`src/rtl/core_bus_pkg.sv`:
```
// Shared types and constants for the core-to-Wishbone memory arbiter.
package core_bus_pkg;

    // Arbiter sequencing states: idle, bus cycle for data, bus cycle for fetch, response
    typedef enum logic [1:0] {
        IDLE  = 2'd0,
        BUS_D = 2'd1,
        BUS_I = 2'd2,
        RESP  = 2'd3
    } arb_state_e;

    // funct3 size codes as presented on d_op
    localparam logic [2:0] OP_B  = 3'b000;
    localparam logic [2:0] OP_H  = 3'b001;
    localparam logic [2:0] OP_W  = 3'b010;
    localparam logic [2:0] OP_BU = 3'b100;
    localparam logic [2:0] OP_HU = 3'b101;

    // addi x0,x0,0 handed back to the core when a fetch fails
    localparam logic [31:0] NOP_INSTR = 32'h0000_0013;

endpackage

```
`src/rtl/wb_lane_align.sv`:
```
// Maps a data access size and byte offset onto Wishbone byte lanes,
// replicates store data across the lanes and flags misaligned accesses.
module wb_lane_align
    import core_bus_pkg::*;
(
    input  logic [2:0]  op_i,
    input  logic [1:0]  addr_i,
    input  logic [31:0] wdata_i,
    output logic [3:0]  sel_o,
    output logic [31:0] wdata_o,
    output logic        misaligned_o
);

    // Size decode; unknown size codes are treated as full words
    always_comb begin
        sel_o        = 4'b1111;
        wdata_o      = wdata_i;
        misaligned_o = |addr_i;
        case (op_i)
            OP_B, OP_BU: begin
                sel_o        = 4'b0001 << addr_i;
                wdata_o      = {4{wdata_i[7:0]}};
                misaligned_o = 1'b0;
            end
            OP_H, OP_HU: begin
                sel_o        = addr_i[1] ? 4'b1100 : 4'b0011;
                wdata_o      = {2{wdata_i[15:0]}};
                misaligned_o = addr_i[0];
            end
            default: begin
                sel_o        = 4'b1111;
                wdata_o      = wdata_i;
                misaligned_o = |addr_i;
            end
        endcase
    end

endmodule

```
`src/rtl/core_mem_arbiter.sv`:
```
// Shares one Wishbone B4 classic master between the instruction-fetch and
// data ports of the core. Each transfer runs IDLE -> BUS_x -> RESP, so a
// zero-wait slave yields an ack two cycles after the request.
module core_mem_arbiter #(
    parameter int TIMEOUT_CYCLES = 255,
    parameter int DATA_FIRST     = 1
) (
    input  logic        clk,
    input  logic        reset,
    input  logic        if_req,
    input  logic [31:0] if_addr,
    output logic [31:0] if_rdata,
    output logic        if_ack,
    input  logic        d_req,
    input  logic        d_we,
    input  logic [2:0]  d_op,
    input  logic [31:0] d_addr,
    input  logic [31:0] d_wdata,
    output logic [31:0] d_rdata,
    output logic        d_ack,
    output logic        bus_err,
    output logic        stall_pipl,
    output logic        wb_cyc_o,
    output logic        wb_stb_o,
    output logic        wb_we_o,
    output logic [31:0] wb_adr_o,
    output logic [31:0] wb_dat_o,
    output logic [3:0]  wb_sel_o,
    input  logic [31:0] wb_dat_i,
    input  logic        wb_ack_i,
    input  logic        wb_err_i
);
    import core_bus_pkg::*;

    localparam int             CNT_W    = $clog2(TIMEOUT_CYCLES + 1);
    localparam logic [CNT_W-1:0] CNT_LAST = CNT_W'(TIMEOUT_CYCLES - 1);
    localparam logic [CNT_W-1:0] CNT_MAX  = '1;

    arb_state_e       state_q, state_d;
    logic [CNT_W-1:0] cnt_q, cnt_d;
    logic             cyc_q, cyc_d;
    logic             we_q, we_d;
    logic [31:0]      adr_q, adr_d;
    logic [31:0]      dat_q, dat_d;
    logic [3:0]       sel_q, sel_d;
    logic [31:0]      ifRdata_q, ifRdata_d;
    logic [31:0]      dRdata_q, dRdata_d;
    logic             ifAck_q, ifAck_d;
    logic             dAck_q, dAck_d;
    logic             err_q, err_d;
    logic             dataLast_q, dataLast_d;

    logic             pickData;
    logic [3:0]       alignSel;
    logic [31:0]      alignWdata;
    logic             alignMisaligned;
    logic             unusedIfAddrLow;

    // Fetches are word aligned by construction, so the low bits carry no information
    assign unusedIfAddrLow = ^if_addr[1:0];

    wb_lane_align uLaneAlign (
        .op_i         (d_op),
        .addr_i       (d_addr[1:0]),
        .wdata_i      (d_wdata),
        .sel_o        (alignSel),
        .wdata_o      (alignWdata),
        .misaligned_o (alignMisaligned)
    );

    // Next-state, bus latching and response generation
    always_comb begin
        state_d    = state_q;
        cnt_d      = cnt_q;
        cyc_d      = cyc_q;
        we_d       = we_q;
        adr_d      = adr_q;
        dat_d      = dat_q;
        sel_d      = sel_q;
        ifRdata_d  = ifRdata_q;
        dRdata_d   = dRdata_q;
        ifAck_d    = 1'b0;
        dAck_d     = 1'b0;
        err_d      = 1'b0;
        dataLast_d = dataLast_q;
        pickData   = 1'b0;

        case (state_q)
            IDLE: begin
                // A data transfer just served yields to a waiting fetch so fetch cannot starve
                pickData = d_req & (~if_req | ((DATA_FIRST != 0) & ~dataLast_q));
                if (pickData) begin
                    dataLast_d = 1'b1;
                    if (alignMisaligned) begin
                        state_d  = RESP;
                        dAck_d   = 1'b1;
                        err_d    = 1'b1;
                        dRdata_d = 32'd0;
                    end else begin
                        state_d = BUS_D;
                        cyc_d   = 1'b1;
                        we_d    = d_we;
                        adr_d   = {d_addr[31:2], 2'b00};
                        dat_d   = alignWdata;
                        sel_d   = alignSel;
                        cnt_d   = '0;
                    end
                end else if (if_req) begin
                    dataLast_d = 1'b0;
                    state_d    = BUS_I;
                    cyc_d      = 1'b1;
                    we_d       = 1'b0;
                    adr_d      = {if_addr[31:2], 2'b00};
                    dat_d      = 32'd0;
                    sel_d      = 4'b1111;
                    cnt_d      = '0;
                end
            end

            BUS_D, BUS_I: begin
                if (wb_err_i || (!wb_ack_i && cnt_q == CNT_LAST)) begin
                    state_d = RESP;
                    cyc_d   = 1'b0;
                    err_d   = 1'b1;
                    if (state_q == BUS_D) begin
                        dAck_d   = 1'b1;
                        dRdata_d = 32'd0;
                    end else begin
                        ifAck_d   = 1'b1;
                        ifRdata_d = NOP_INSTR;
                    end
                end else if (wb_ack_i) begin
                    state_d = RESP;
                    cyc_d   = 1'b0;
                    if (state_q == BUS_D) begin
                        dAck_d   = 1'b1;
                        dRdata_d = wb_dat_i;
                    end else begin
                        ifAck_d   = 1'b1;
                        ifRdata_d = wb_dat_i;
                    end
                end else if (cnt_q != CNT_MAX) begin
                    cnt_d = cnt_q + 1'b1;
                end
            end

            RESP: begin
                state_d = IDLE;
            end

            default: begin
                state_d = IDLE;
                cyc_d   = 1'b0;
            end
        endcase
    end

    // State and output registers with synchronous reset
    always_ff @(posedge clk) begin
        if (reset) begin
            state_q    <= IDLE;
            cnt_q      <= '0;
            cyc_q      <= 1'b0;
            we_q       <= 1'b0;
            adr_q      <= 32'd0;
            dat_q      <= 32'd0;
            sel_q      <= 4'd0;
            ifRdata_q  <= 32'd0;
            dRdata_q   <= 32'd0;
            ifAck_q    <= 1'b0;
            dAck_q     <= 1'b0;
            err_q      <= 1'b0;
            dataLast_q <= 1'b0;
        end else begin
            state_q    <= state_d;
            cnt_q      <= cnt_d;
            cyc_q      <= cyc_d;
            we_q       <= we_d;
            adr_q      <= adr_d;
            dat_q      <= dat_d;
            sel_q      <= sel_d;
            ifRdata_q  <= ifRdata_d;
            dRdata_q   <= dRdata_d;
            ifAck_q    <= ifAck_d;
            dAck_q     <= dAck_d;
            err_q      <= err_d;
            dataLast_q <= dataLast_d;
        end
    end

    assign wb_cyc_o   = cyc_q;
    assign wb_stb_o   = cyc_q;
    assign wb_we_o    = we_q;
    assign wb_adr_o   = adr_q;
    assign wb_dat_o   = dat_q;
    assign wb_sel_o   = sel_q;
    assign if_rdata   = ifRdata_q;
    assign if_ack     = ifAck_q;
    assign d_rdata    = dRdata_q;
    assign d_ack      = dAck_q;
    assign bus_err    = err_q;
    assign stall_pipl = (if_req & ~ifAck_q) | (d_req & ~dAck_q);

endmodule

```
`config.mk`:
```
export PLATFORM = sky130hd
export DESIGN_NAME = core_mem_arbiter
export DESIGN_NICKNAME = d
export VERILOG_FILES = /design/src/rtl/core_bus_pkg.sv /design/src/rtl/wb_lane_align.sv /design/src/rtl/core_mem_arbiter.sv
export SDC_FILE = /design/constraint.sdc
export NUM_CORES = 1
export LEC_CHECK = 0
export ABC_AREA = 1
export BUFFER_PORTS_ARGS = -buffer_cell sky130_fd_sc_hd__buf_2
export CAP_MARGIN = 20
export CORE_MARGIN = 1
export CORE_UTILIZATION = 48
export DETAILED_ROUTE_END_ITERATION = 7
export PLACE_DENSITY = 0.86
export SLEW_MARGIN = 20
export SYNTH_ARGS = -nofsm -noshare
export SYNTH_HDL_FRONTEND = slang
export SYNTH_SLANG_ARGS = --single-unit
export TNS_END_PERCENT = 10
```
`constraint.sdc`:
```
create_clock -name clk -period 1.9 [get_ports clk]
set_input_delay 0.19 -clock clk [delete_from_list [all_inputs] [get_ports clk]]
set_output_delay 0.19 -clock clk [all_outputs]
set_load 0.1 [all_outputs]
```
==> run metrics <==
status finished clean; total power roughly 16 mW; Leak between 4 and 5 nW; postcts setup bufs 0; critical path type flop to flop; layout cells sized above 1 0.303; CTS max path bufs 2; unrepaired setup endpoints after global routing no; Skew-Pair Late Insertion Delay 0.43 ns; core area between 10000 and 15000 um2; count of clock tree sinks roughly 150; post-synthesis sequential area ratio 0.450; area of the mapped netlist 6500 um2; aggregate global routing overflow 0; Worst Path Arrival around 2.1 ns; Seq cells post-synth between 100 and 150; Avg WL per Cell about 14 um; Residual DRC 0; Root Buffer clkbuf_16; Max Cap Violations 0; Slew Limit Fails 0; Worst VDD drop ~1100 uV; Ant. Diodes 0; Reg2Reg Setup Slack 0.12 ns; HP Class primary input to flop; Cell variety after synth 33; number of core rows 42; Syn Inst Count 913; fill cell count 1179; Layout Area Growth over Synthesis 32.6%; post-place instance area ~8000 um2; antenna viol nets, final 0; min Tclk post-route around 1.8 ns; first-pass GRT wire length ~30000 um; starting density of the core 0.491; Finished Cell Area 8620 um2; Rel. slew slack 0.644; CP Max Fanout 33; Fin Setup TNS 0 ns; initial antenna violation count 0; Worst-Margin Slew between 0.5 and 0.6 ns; depth of the CTS H-tree 4; Port-buffer cells around 270; TritonCTS Buffers 17; initial drt markers between 700 and 800; pre-CTS WS slightly above 0.1 ns; DPL Wire Length roughly 13000 um; Avg Cell Area, Syn 7.12 um2; GRT Overall Usage 0.267; clk_skew 0.00936 ns; crit path launch type flop; largest net degree at the start of global routing 77; IO Pins approximately 280; vias in the first global route between 6000 and 7000; final WL 19000 um; final hold violations 0; DR vias/cell 5.22; Critical Path RT around 2.2 ns; Worst Setup End Kind flop; achievable frequency ~0.56 GHz; Die H between 100 and 150 um; Die ar. between 10000 and 15000 um2; Finish-stage setup viols 0; pwr dens between 1500 and 2000 nW/um2; final worst-path cycle share 0.936; final worst slack about 0.12 ns; DRT Pass-1 Iters 7; Vias between 7000 and 8000; Routability Congestion about 0.94; CTS tree done; Clock transition at path regs about 0.070 ns; die width between 100 and 150 um; fin nets around 1300; Ys Warns 0
## registers in the layout, indices dropped and copies added, names as in the netlist
register	flops
d_rdata	32
if_rdata	32
wb_dat_o	32
wb_adr_o	30
cnt_q	8
wb_sel_o	4
state_q	2
bus_err	1
d_ack	1
dataLast_q	1
if_ack	1
wb_cyc_o	1
wb_we_o	1
## worst max-delay path, cell delays in order, from the launching register on
cell     delay, ns
dfxtp_1       0.36
inv_1         0.09
ha_2          0.34
buf_4         0.16
nand4_1       0.17
nand2_2       0.14
buf_12        0.19
nand2_1       0.07
a21oi_1       0.17
## Yosys cell counts, drive strengths merged
cell type,instances,area [um2]
nand2,267,1020
dfxtp,146,2920
a21oi,111,567
nor2,77,312
inv,74,280
o21ai,58,290
buf,37,240
a31oi,34,213
nand4,32,200
clkbuf,27,101
nand3,19,113
nor3,12,75.1
ha,6,75.1
nor3b,4,30.0
o21bai,2,15.0
a211oi,1,7.51
clkinv,1,5.00
conb,1,3.75
o2111ai,1,8.76
o22ai,1,6.26
o31ai,1,7.51
xnor2,1,8.76
## final cells by class
type                            count  area [um2]  share of cell area
Clock buffer                       18         429              0.0498
Tap cell                          176         220              0.0255
Timing Repair Buffer              297        1640               0.191
Multi-Input combinational cell    630        2980               0.345
Clock inverter                     14         144              0.0167
Inverter                           75         285              0.0331
Sequential cell                   146        2920               0.339
## report_power, final
part | internal, mW | switching, mW | total [mW]
combinational | 1.71 | 6.89 | 8.60
sequential | 3.68 | 0.310 | 3.99
clock | 1.84 | 1.40 | 3.24
## cell families (layout without fill, tap and decap cells)
| group | count (synthesis) | in the layout | synth area share |
|---|---|---|---|
| other | 1 | 2 | 0.000577 |
| flip-flops | 146 | 146 | 0.450 |
| AO/OA/AOI/OAI | 209 | 209 | 0.171 |
| adder cells (fa/ha/maj) | 6 | 6 | 0.0115 |
| buffers and inverters | 139 | 404 | 0.0964 |
| AND/OR/NAND/NOR | 411 | 412 | 0.269 |
| XOR/XNOR | 1 | 1 | 0.00135 |
## routing by layer
metal | global-route usage | share of wire
met2 | 0.445 | 0.48
met5 | 0 | 0
met1 | 0.317 | 0.40
met3 | 0.0579 | 0.079
met4 | 0.152 | 0.040
## per-stage QoR
step / instances / hold slack, ns / utilization
global route: 1356 / 0.0203 / 0.651
detailed placement: 1320 / 0.452 / 0.603
global placement: 1320 / 0.440 / 0.603
floorplan: 914 / 0.321 / -
finish: 1356 / 0.0179 / 0.651
CTS: 1354 / 0.0000970 / 0.648
## final timing paths
path / cells past startpoint / endpoint / start
min reg2reg: 2 / if_rdata[15] / if_rdata[15]
max reg2reg: 8 / d_rdata[25] / state_q[0]
max: 8 / d_rdata[25] / state_q[0]
min: 3 / wb_dat_o[3] / d_wdata[3]
## cells in the final DEF, fill, tap and decap left out, types with 8 or more instances in the layout
cell type / n
nand4_1: 32
nand2_2: 8
nor3_1: 9
nand3_1: 17
o21ai_0: 56
inv_2: 8
inv_1: 65
nand2_1: 259
buf_2: 270
clkbuf_16: 18
a21oi_1: 110
a31oi_1: 34
nor2_1: 74
dfxtp_1: 145
buf_4: 18
## repair_timing
item                       in CTS  in global routing
resized for setup               0                  5
setup endpoints to repair       0                 25
hold buffers                    2                  0
hold endpoints to repair        2                  0
No activity file was read; power rests on OpenSTA's default activity.
